===== config.mk =====
export PLATFORM = sky130hd
export DESIGN_NAME = mem_arbiter
export DESIGN_NICKNAME = d
export VERILOG_FILES = /design/src/rtl/mem_arb_pkg.sv /design/src/rtl/mem_arb_perf.sv /design/src/rtl/mem_arbiter.sv
export SDC_FILE = /design/constraint.sdc
export NUM_CORES = 1
export LEC_CHECK = 0
export CAP_MARGIN = 10
export CORE_MARGIN = 2
export CORE_UTILIZATION = 37
export CTS_CLUSTER_SIZE = 40
export DETAILED_ROUTE_END_ITERATION = 8
export GPL_TIMING_DRIVEN = 0
export PLACE_DENSITY_LB_ADDON = 0.05
export SLEW_MARGIN = 10
export SYNTH_ARGS = -nofsm -noshare
export SYNTH_HDL_FRONTEND = slang
export SYNTH_SLANG_ARGS = --single-unit

===== constraint.sdc =====
create_clock -name clk -period 2.2 [get_ports clk]
set_clock_uncertainty 0.2 [all_clocks]
set_input_delay 0.44 -clock clk [delete_from_list [all_inputs] [get_ports clk]]
set_output_delay 0.44 -clock clk [all_outputs]
set_load 0.05 [all_outputs]

===== src/rtl/mem_arb_pkg.sv =====
// Shared types for the I/D unified memory arbiter.
// The optional perf counters are enabled with MEM_ARB_PERF_EN.
package mem_arb_pkg;

  typedef enum logic [1:0] {IDLE, REQ, RESP} state_t;
  typedef enum logic {OWN_I, OWN_D} owner_t;

  localparam logic [1:0] SZ_BYTE = 2'b00;
  localparam logic [1:0] SZ_HALF = 2'b01;
  localparam logic [1:0] SZ_WORD = 2'b10;

  // The core's 2'b11 encoding has no meaning on the bus; it is sent as a word access.
  function automatic logic [1:0] norm_size(input logic [1:0] s);
    return (s == 2'b11) ? SZ_WORD : s;
  endfunction

endpackage


===== src/rtl/mem_arb_perf.sv =====
// Grant and conflict counters for mem_arbiter.
// Instantiated only when MEM_ARB_PERF_EN is defined.
module mem_arb_perf (
  input  logic        clk,
  input  logic        reset,
  input  logic        gnt_i,
  input  logic        gnt_d,
  input  logic        conflict,
  output logic [31:0] perf_i_cnt,
  output logic [31:0] perf_d_cnt,
  output logic [31:0] perf_conflict_cnt
);

  always_ff @(posedge clk) begin
    if (reset) begin
      perf_i_cnt        <= '0;
      perf_d_cnt        <= '0;
      perf_conflict_cnt <= '0;
    end else begin
      if (gnt_i)    perf_i_cnt        <= perf_i_cnt + 32'd1;
      if (gnt_d)    perf_d_cnt        <= perf_d_cnt + 32'd1;
      if (conflict) perf_conflict_cnt <= perf_conflict_cnt + 32'd1;
    end
  end

endmodule


===== src/rtl/mem_arbiter.sv =====
// Arbitrates instruction fetch (I) and load/store (D) onto one memory port, one transaction at a time.
// Define MEM_ARB_PERF_EN to add grant/conflict performance counters.
module mem_arbiter
  import mem_arb_pkg::*;
#(
  parameter int AW = 32,
  parameter int DW = 32
) (
  input  logic          clk,
  input  logic          reset,
  input  logic          i_req,
  input  logic [AW-1:0] i_addr,
  output logic [DW-1:0] i_rdata,
  output logic          i_ack,
  input  logic          d_req,
  input  logic          d_we,
  input  logic [AW-1:0] d_addr,
  input  logic [DW-1:0] d_wdata,
  input  logic [1:0]    d_size,
  output logic [DW-1:0] d_rdata,
  output logic          d_ack,
  output logic          m_req,
  output logic          m_we,
  output logic [AW-1:0] m_addr,
  output logic [DW-1:0] m_wdata,
  output logic [1:0]    m_size,
  input  logic          m_gnt,
  input  logic          m_rvalid,
  input  logic [DW-1:0] m_rdata
`ifdef MEM_ARB_PERF_EN
  ,
  output logic [31:0]   perf_i_cnt,
  output logic [31:0]   perf_d_cnt,
  output logic [31:0]   perf_conflict_cnt
`endif
);

  state_t        state;
  owner_t        owner;
  owner_t        last;
  logic [DW-1:0] i_hold;
  logic [DW-1:0] d_hold;
  logic          pickd;

  // D wins a conflict unless it was the one served last, so the two alternate.
  assign pickd = d_req && (!i_req || last == OWN_I);

  assign i_ack = !reset && state == RESP && m_rvalid && owner == OWN_I;
  assign d_ack = !reset && state == RESP && m_rvalid && owner == OWN_D;

  // Read data passes straight through on the ack cycle and is held afterwards.
  assign i_rdata = i_ack ? m_rdata : i_hold;
  assign d_rdata = (d_ack && !m_we) ? m_rdata : d_hold;

  always_ff @(posedge clk) begin
    if (reset) begin
      state   <= IDLE;
      owner   <= OWN_I;
      last    <= OWN_I;
      m_req   <= 1'b0;
      m_we    <= 1'b0;
      m_addr  <= '0;
      m_wdata <= '0;
      m_size  <= SZ_BYTE;
      i_hold  <= '0;
      d_hold  <= '0;
    end else begin
      case (state)
        IDLE: begin
          if (pickd) begin
            m_addr  <= d_addr;
            m_we    <= d_we;
            m_wdata <= d_wdata;
            m_size  <= norm_size(d_size);
            owner   <= OWN_D;
            m_req   <= 1'b1;
            state   <= REQ;
          end else if (i_req) begin
            m_addr  <= i_addr;
            m_we    <= 1'b0;
            m_size  <= SZ_WORD;
            owner   <= OWN_I;
            m_req   <= 1'b1;
            state   <= REQ;
          end
        end
        REQ: begin
          if (m_gnt) begin
            m_req <= 1'b0;
            state <= RESP;
          end
        end
        RESP: begin
          if (m_rvalid) begin
            last  <= owner;
            state <= IDLE;
            if (owner == OWN_I)
              i_hold <= m_rdata;
            else if (!m_we)
              d_hold <= m_rdata;
          end
        end
        default: state <= IDLE;
      endcase
    end
  end

`ifdef MEM_ARB_PERF_EN
  logic gnt_i;
  logic gnt_d;
  logic conflict;

  assign gnt_i    = state == REQ && m_gnt && owner == OWN_I;
  assign gnt_d    = state == REQ && m_gnt && owner == OWN_D;
  assign conflict = state == IDLE && i_req && d_req;

  mem_arb_perf u_perf (
    .clk               (clk),
    .reset             (reset),
    .gnt_i             (gnt_i),
    .gnt_d             (gnt_d),
    .conflict          (conflict),
    .perf_i_cnt        (perf_i_cnt),
    .perf_d_cnt        (perf_d_cnt),
    .perf_conflict_cnt (perf_conflict_cnt)
  );
`endif

endmodule


==> results of run 1 <==
[cells in the mapped netlist (all sizes together)]
master,count
nand4b,1
mux2,64
nor2,4
a31oi,1
o21ai,35
a22o,64
o221a,1
nor2b,2
a21bo,1
clkbuf,33
and4,1
inv,2
nor4,1
dfxtp,136
nand3,33
buf,27
or2,2
nand3b,1
nor3,1
a311oi,32
nand2b,1
a21oi,71
a21boi,1
o31a,1
or3b,1
nand2,69
[power breakdown]
part	internal [uW]	leakage, uW	switching, uW	total [uW]
Sequential	2600	0.00111	71.9	2670
Clock	1790	0.000287	1040	2830
Combinational	587	0.00292	952	1540
[routing by layer]
metal	share of wire, %	global-route usage (%)
met5	0	0
met4	2.3	9.308
met3	8.7	9.045
met2	51	42.88
met1	38	26.12
[state kept, by name, indices dropped and copies added (netlist names)]
name	count
d_hold	32
i_hold	32
last	1
m_addr	32
m_req	1
m_size	2
m_wdata	32
m_we	1
owner	1
state	2
[stage by stage]
stage                     cell area, um2  hold WS, ns  setup slack, ns  utilization (%)
final                               9991       0.2646          -0.4232            66.21
after global routing                9991       0.2870          -0.4936            66.21
after CTS                           9723       0.2620          -0.4325            64.44
after detailed placement            8790       0.2516           -1.439            58.25
after global placement              8790       0.2490           -1.443            58.25
after floorplan                     5852       0.2383         -0.05178                -
[final cells by class]
class / count / share of cell area, %
timing repair buffer: 302 / 31.51
multi-input combinational: 388 / 29.49
sequential: 136 / 27.33
clock buffer: 25 / 4.959
buffer: 56 / 3.369
tap: 188 / 2.354
clock inverter: 7 / 0.9142
inverter: 2 / 0.07514
[cells in the final DEF (no fill, tap or decap), types with 33 or more instances in the layout]
| master | instances |
|---|---|
| buf_6 | 49 |
| nand2_1 | 68 |
| dlygate4sd2_1 | 64 |
| a22o_1 | 64 |
| a21oi_1 | 71 |
| clkdlybuf4s50_1 | 134 |
| dfxtp_1 | 132 |
| nand3_1 | 33 |
| mux2_4 | 64 |
[final timing paths]
kind / startpoint / end / depth (start not counted)
min reg2reg: m_req$_SDFFE_PP0P_ / m_req$_SDFFE_PP0P_ / 2
max reg2reg: state[1]$_SDFFE_PP0P_ / last$_SDFFE_PP0P_ / 6
min: m_req$_SDFFE_PP0P_ / m_req$_SDFFE_PP0P_ / 2
max: state[1]$_SDFFE_PP0P_ / d_rdata[22] / 7
[logic make-up (layout without fill, tap and decap cells)]
family                 count (synthesis)  count (layout)  synth area share [%]
buffers and inverters                 62             392                 4.649
AND/OR/NAND/NOR                      117             117                 9.387
AO/OA/AOI/OAI                        207             207                 25.04
multiplexers                          64              64                 12.75
flip-flops                           136             136                 48.17
[timing repair]
| action | CTS | global route |
|---|---|---|
| cloned | 2 | 1 |
| setup endpoints to repair | 159 | 130 |
| setup buffers | 14 | 17 |
| gates resized for setup | 591 | 68 |
| hold buffers | 0 | 0 |
| pin swaps | 2 | 3 |
[critical path, delay by kind of cell, from the launching register on]
family                 cells  cell delay, ns
and+or+nand+nor            2            0.32
muxes                      1            0.32
DFF                        1            0.32
buffers and inverters      4            0.60
==> impl_metrics.csv, run 1 <==
group,metric,value,unit
sta,timing.fmax,381.2,MHz
critical_path,crit_path_end_kind,"output port",
clock_tree,numCtsBuffers,17,
cells_and_area,antenna_cells,0,
routing,wl_per_cell,18.29,um
critical_path,r2r_setup_slack,0.07,ns
sta,drv_slew,0,
clock_tree,cts.clk_slew.worst_paths,0.06,ns
cells_and_area,seq_area,0.002730,mm2
sta,final.min_clock_period,2.623,ns
power,vdd_drop_max,0.0005539,V
routing,post_drt_via_cell_ratio,5.284,
hold_path,hp-class,"flip-flop to flip-flop",
clock_tree,cts_buffer_depth,2,
floorplan,dieHeight,127.6,um
global_routing,first_global_vias,6013,
critical_path,worstPathMaxFanout,10,
critical_path,path_common_cell,"buf_6",
cells_and_area,multi_input_area,0.002947,mm2
global_routing,grt_max_degree,17,
place,port_buffers,270,
critical_path,cp_cell_sequence,"buf_6 > nand2_4 > nor4_4 > buf_6 > buf_12 > mux2_4 > buf_6",
logic_synthesis,yosysSeqAreaShare,48.17,%
global_routing,track_usage,24.17,%
critical_path,cp-start-kind,"flip-flop",
sta,hold_viol_final,0,
floorplan,row_count,45,
routing,drt_pass1_iterations,4,
sta,tns,-23.55,ns
global_routing,grt_antenna_before_repair,0,
logic_synthesis,syn_inst,586,
cells_and_area,final_nets,1040,
critical_path,required,1.56,ns
sta,worst_slack,-0.4232,ns
routing,drt-initial-drc-count,278,
sta,timing.final.crit_share,119.2,%
floorplan,die_w,127.6,um
critical_path,cp.arrival,1.98,ns
routing,drcViolationCount,0,
floorplan,die_area,0.01628,mm2
power,power_density,704.5,mW/mm2
global_routing,grt_first_pass_wirelength,30950,um
critical_path,slowest_stage,"dfxtp_2",
logic_synthesis,synth_area,0.005652,mm2
place,dp_hpwl,14170,um
power,p_leak,0.004319,uW
clock_tree,cts_root_buffer,"clkbuf_16",
floorplan,io_pins,271,
outcome,violations,"setup timing",
clock_tree,cts_tree,"built",
cells_and_area,syn2layout_area_growth,76.78,%
global_routing,grt-ovfl-total,0,
sta,maxSlewHeadroom,61.31,%
logic_synthesis,yosysUniqueCellTypes,31,
cells_and_area,layout.cells.non_filler,1104,
logic_synthesis,synthTopCellsByArea,"dfxtp_1 48%, a22o_1 9.9%, mux2_2 7.2%, a21oi_1 6.3%, mux2_1 5.6%",
clock_tree,clock_latency,0.42,ns
logic_synthesis,syn_area_per_cell,9.644,um2
floorplan,start_util,37.45,%
cells_and_area,drive_gt1_share,25.87,%
sta,finalSetupViolCount,65,
logic_synthesis,synth_top_area_share,48.17,%
logic_synthesis,synth_nets,723,
cells_and_area,n_fill_cell,1220,
outcome,outcome,"complete, but fails checks",
run,maxCapViolCount,0,
clock_tree,cts.sink_count,136,
routing,dr_total_vias,5833,
clock_tree,htree_levels,4,
place,gp_congestion,0.7947,
logic_synthesis,synth-warning-count,0,
routing,drt_wl_total,20200,um
sta,worst_pin_slew,0.5827,ns
sta,rsz0062_at_grt,"true",
logic_synthesis,synth_seq_cells,136,
critical_path,cpPeakStageDelay,0.32,ns
routing,drtAntennaViolNets,0,
floorplan,design.core.area,0.01509,mm2
place,dp.cells,1044,
power,total_power,7039,uW
critical_path,worst-setup-path-type,"flip-flop to output port",
logic_synthesis,yosys.area.top_type,"dfxtp_1",
No activity file was read; power rests on OpenSTA's default activity.
==> inputs of run 2 (changes only) <==
--- a/config.mk
+++ b/config.mk
@@ -5,12 +5,13 @@
 export SDC_FILE = /design/constraint.sdc
 export NUM_CORES = 1
 export LEC_CHECK = 0
-export CAP_MARGIN = 10
+export CAP_MARGIN = 15
 export CORE_MARGIN = 2
 export CORE_UTILIZATION = 37
 export CTS_CLUSTER_SIZE = 40
 export DETAILED_ROUTE_END_ITERATION = 8
 export GPL_TIMING_DRIVEN = 0
+export MAX_ROUTING_LAYER = met4
 export PLACE_DENSITY_LB_ADDON = 0.05
 export SLEW_MARGIN = 10
 export SYNTH_ARGS = -nofsm -noshare
==> impl_metrics.csv, run 2 (same netlist as run 1, synthesis figures left out) <==
group,metric,value,unit
place,port_buffers,270,
sta,finalSetupViolCount,65,
sta,worst_pin_slew,0.5962,ns
global_routing,track_usage,24.87,%
clock_tree,cts_tree,"built",
clock_tree,numCtsBuffers,17,
cells_and_area,syn2layout_area_growth,76.47,%
sta,timing.final.crit_share,119.2,%
floorplan,row_count,45,
floorplan,die_w,127.6,um
critical_path,cp-start-kind,"flip-flop",
place,gp_congestion,0.8060,
clock_tree,cts.sink_count,136,
routing,drt_wl_total,20160,um
clock_tree,cts.clk_slew.worst_paths,0.06,ns
critical_path,worst-setup-path-type,"flip-flop to output port",
place,dp_hpwl,14170,um
sta,hold_viol_final,0,
sta,whs,0.2637,ns
routing,dr_total_vias,5837,
routing,wl_per_cell,18.29,um
floorplan,die_area,0.01628,mm2
run,maxCapViolCount,0,
power,p_int,4967,uW
power,seqPwrFrac,38.1,%
sta,rsz0062_at_grt,"true",
global_routing,grt_max_degree,17,
critical_path,cp.arrival,1.98,ns
hold_path,hp-class,"flip-flop to flip-flop",
floorplan,dieHeight,127.6,um
power,p_sw_share,29.28,%
critical_path,crit_path_end_kind,"output port",
power,total_power,7023,uW
critical_path,worstPathMaxFanout,10,
critical_path,required,1.56,ns
cells_and_area,layout_common_cells,"134 x clkdlybuf4s50_1, 132 x dfxtp_1, 71 x a21oi_1, 68 x nand2_1",
global_routing,first_global_vias,6016,
clock_tree,htree_levels,4,
routing,post_drt_via_cell_ratio,5.297,
power,p_sw,2056,uW
global_routing,grt-ovfl-total,0,
sta,worst_slack,-0.4226,ns
cells_and_area,antenna_cells,0,
routing,drtAntennaViolNets,0,
floorplan,design.core.area,0.01509,mm2
routing,drt_pass1_iterations,5,
sta,drv_slew,0,
clock_tree,cts_buffer_depth,2,
floorplan,start_util,37.45,%
clock_tree,clock_latency,0.41,ns
outcome,violations,"setup timing",
routing,drcViolationCount,0,
power,p_comb_share,21.8,%
outcome,outcome,"complete, but fails checks",
clock_tree,cts_root_buffer,"clkbuf_16",
cells_and_area,n_fill_cell,1221,
floorplan,io_pins,271,
sta,timing.fmax,381.3,MHz
cells_and_area,final_nets,1038,
power,power_density,704.2,mW/mm2
power,vdd_drop_max,0.0005496,V
power,p_leak,0.004309,uW
global_routing,grt_antenna_before_repair,0,
cells_and_area,final_common_cell,"clkdlybuf4s50_1",
sta,final.min_clock_period,2.623,ns
sta,maxSlewHeadroom,60.41,%
power,clockPowerShare,40.1,%
critical_path,r2r_setup_slack,0.07,ns
routing,drt-initial-drc-count,276,
global_routing,grt_first_pass_wirelength,30940,um
cells_and_area,drive_gt1_share,25.71,%
[run 2: area by class of cell]
class / instances / area, um2 / area share (%)
plain buffers: 55 / 326.6 / 3.274
clock buffers: 25 / 495.5 / 4.968
clock inverters: 7 / 91.34 / 0.9158
inverters: 2 / 7.507 / 0.07527
multi-input cells: 388 / 2947 / 29.54
flip-flops and latches: 136 / 2730 / 27.37
well taps: 188 / 235.2 / 2.359
repair buffers: 301 / 3141 / 31.49
[run 2: worst max-delay path, stage by stage, from the launching register on]
cell	delay (ns)
dfxtp_2	0.32
buf_6	0.10
nand2_4	0.06
nor4_4	0.27
buf_6	0.19
buf_12	0.15
mux2_4	0.32
buf_6	0.16
[run 2: metal layers]
| metal | GRT usage [%] | share of wire [%] |
|---|---|---|
| met3 | 8.124 | 8.1 |
| met5 | - | 0 |
| met2 | 42.62 | 51 |
| met4 | 9.502 | 2.3 |
| met1 | 26.80 | 38 |
[run 2: path summary, 6_finish.rpt]
check | endpoint | from | cells after the start
worst min register to register | m_req$_SDFFE_PP0P_ | m_req$_SDFFE_PP0P_ | 2
worst min-delay path | m_req$_SDFFE_PP0P_ | m_req$_SDFFE_PP0P_ | 2
worst max register to register | last$_SDFFE_PP0P_ | state[1]$_SDFFE_PP0P_ | 6
worst max-delay path | d_rdata[22] | state[1]$_SDFFE_PP0P_ | 7
[run 2: power by group through the flow]
stage | logic [uW] | clock network [uW] | registers (uW)
finish | 1530 | 2820 | 2670
global route | 1620 | 2990 | 2690
CTS | 1510 | 2870 | 2670
detailed placement | 1530 | 0 | 2720
global placement | 1520 | 0 | 2720
floorplan | 460 | 0 | 3120
[run 2: through the flow]
step	setup TNS (ns)	cell area [um2]	std cells	utilization (%)	setup slack, ns
floorplan	-0.9165	5852	586	-	-0.05178
global placement	-126.99	8790	1044	58.25	-1.443
detailed placement	-130.40	8790	1044	58.25	-1.439
CTS	-23.32	9723	1090	64.44	-0.4325
global route	-27.52	9973	1102	66.09	-0.4918
finish	-23.41	9973	1102	66.09	-0.4226
[run 2: timing repair]
| item | 4_1_cts | 5_1_grt |
|---|---|---|
| buffers inserted | 14 | 16 |
| setup endpoints to repair | 159 | 130 |
| gates resized for setup | 591 | 64 |
| cloned | 2 | 1 |
| pin swaps | 2 | 3 |
| hold buffers | 0 | 0 |
==> inputs of run 3 (changes only) <==
--- a/config.mk
+++ b/config.mk
@@ -7,12 +7,13 @@
 export LEC_CHECK = 0
 export CAP_MARGIN = 15
 export CORE_MARGIN = 2
-export CORE_UTILIZATION = 37
+export CORE_UTILIZATION = 41
 export CTS_CLUSTER_SIZE = 40
 export DETAILED_ROUTE_END_ITERATION = 8
 export GPL_TIMING_DRIVEN = 0
 export MAX_ROUTING_LAYER = met4
 export PLACE_DENSITY_LB_ADDON = 0.05
+export SKIP_LAST_GASP = 1
 export SLEW_MARGIN = 10
 export SYNTH_ARGS = -nofsm -noshare
 export SYNTH_HDL_FRONTEND = slang
==> constraint.sdc (replaced) <==
create_clock -name clk -period 2.85 [get_ports clk]
set_clock_uncertainty 0.2 [all_clocks]
set_input_delay 0.57 -clock clk [delete_from_list [all_inputs] [get_ports clk]]
set_output_delay 0.57 -clock clk [all_outputs]
set_load 0.05 [all_outputs]
==> impl_metrics.csv, run 3 (same netlist as run 1, synthesis figures left out) <==
group,metric,value,unit
power,power_density,596.6,mW/mm2
outcome,outcome,"finished clean",
floorplan,dieHeight,121.4,um
routing,drt_pass1_iterations,5,
hold_path,hp-class,"flip-flop to flip-flop",
routing,drt_wl_total,19710,um
sta,worst_pin_slew,0.6126,ns
place,dp_hpwl,14020,um
cells_and_area,fin_util,71.53,%
critical_path,startpoint,"state[0]$_SDFFE_PP0P_",
critical_path,cp-start-kind,"flip-flop",
floorplan,die_w,121.4,um
critical_path,required,2.08,ns
routing,dr_total_vias,5879,
global_routing,grt_antenna_before_repair,0,
clock_tree,hold_buffers,0,
cells_and_area,final_nets,1022,
critical_path,worst-setup-path-type,"flip-flop to output port",
sta,timing.fmax,352.2,MHz
global_routing,grt_max_degree,17,
global_routing,grt_first_pass_wirelength,29960,um
run,maxCapViolCount,0,
routing,drcViolationCount,0,
global_routing,grt-ovfl-total,0,
critical_path,crit_path_end_kind,"output port",
cells_and_area,syn2layout_area_growth,68.94,%
power,p_leak,0.003841,uW
critical_path,cp.arrival,2.07,ns
cells_and_area,drive_gt1_share,20.27,%
cells_and_area,final_common_cell,"clkdlybuf4s50_1",
floorplan,design.core.area,0.01335,mm2
critical_path,slowest_stage,"dfxtp_4",
power,total_power,5696,uW
place,port_buffers,270,
sta,timing.final.crit_share,99.63,%
clock_tree,numCtsBuffers,17,
routing,drtAntennaViolNets,0,
cells_and_area,antenna_cells,0,
sta,drv_slew,0,
critical_path,crit_family,"buffers and inverters",
clock_tree,cts_root_buffer,"clkbuf_16",
sta,rsz0062_at_grt,"true",
routing,wl_per_cell,18.35,um
critical_path,regToRegStartpoint,"state[0]$_SDFFE_PP0P_",
critical_path,path_common_cell,"buf_6",
critical_path,worst-path-buf-inv,3,
clock_tree,htree_levels,4,
clock_tree,cts.clk_slew.worst_paths,0.05,ns
clock_tree,cts_buffer_depth,2,
sta,finalSetupViolCount,0,
place,gp_congestion,0.9001,
hold_path,min_from,"i_hold[28]$_SDFFE_PP0P_",
clock_tree,clock_latency,0.41,ns
routing,post_drt_via_cell_ratio,5.474,
floorplan,row_count,42,
sta,hold_viol_final,0,
floorplan,start_util,42.34,%
sta,final.min_clock_period,2.839,ns
power,vdd_drop_max,0.0004646,V
floorplan,die_area,0.01474,mm2
floorplan,io_pins,271,
sta,maxSlewHeadroom,58.97,%
critical_path,worstPathMaxFanout,10,
global_routing,track_usage,26.93,%
routing,drt-initial-drc-count,385,
global_routing,first_global_vias,5753,
clock_tree,cts_tree,"built",
cells_and_area,layout_common_cells,"202 x clkdlybuf4s50_1, 135 x dfxtp_1, 71 x a21oi_1, 68 x nand2_1, 64 x a22o_1",
critical_path,cp_cell_sequence,"nand2b_4 > nor4_4 > buf_6 > buf_12 > mux2_1 > buf_6",
critical_path,cpPeakStageDelay,0.36,ns
clock_tree,cts.sink_count,136,
-- run 3: worst paths after layout --
kind                            cells past startpoint  slack, ns                 endpoint
worst max register to register                      6       0.73  i_hold[22]$_SDFFE_PP0P_
worst min-delay path                                1       0.27  i_hold[28]$_SDFFE_PP0P_
worst min register to register                      1       0.27  i_hold[28]$_SDFFE_PP0P_
worst max-delay path                                6       0.01              d_rdata[14]
-- run 3: final cells by class --
class	instances	area, um2
clock buffers	24	491.7
inverters	2	7.507
well taps	176	220.2
plain buffers	60	340.3
fillers	1051	3800
multi-input cells	388	2746
repair buffers	280	2850
flip-flops and latches	136	2726
clock inverters	8	165.2
-- run 3: layer usage --
| metal | GRT usage (%) | wire (um) | up-vias |
|---|---|---|---|
| met5 | - | 0 | - |
| met4 | 9.411 | 365 | 0 |
| met3 | 7.707 | 1588 | 33 |
| met2 | 43.12 | 9720 | 250 |
| met1 | 32.58 | 8037 | 2820 |
| li1 | - | - | 2776 |
-- run 3: stage by stage --
stage / area (um2) / instances / TNS [ns] / setup slack [ns] / hold WS (ns)
2_1_floorplan: 5652 / 586 / 0 / 0.06064 / 0.2351
3_3_place_gp: 8574 / 1032 / -64.21 / -1.164 / 0.2482
3_5_place_dp: 8574 / 1032 / -66.11 / -1.189 / 0.2493
4_1_cts: 9288 / 1071 / -0.1965 / -0.02958 / 0.2711
5_1_grt: 9548 / 1074 / -0.3742 / -0.03012 / 0.2907
6_report: 9548 / 1074 / 0 / 0.01062 / 0.2711
-- run 3: what timing repair did --
item                       in CTS  in global routing
pin swaps                       2                  1
gates cloned                    2                  0
setup buffers                   5                  3
setup endpoints to repair      66                 55
resized for setup             405                102
-- run 3: where the power goes --
part           internal, uW  leakage [uW]  switching (uW)
combinational           478       0.00241             723
sequential             2010       0.00111            61.2
clock                  1640      0.000324             785
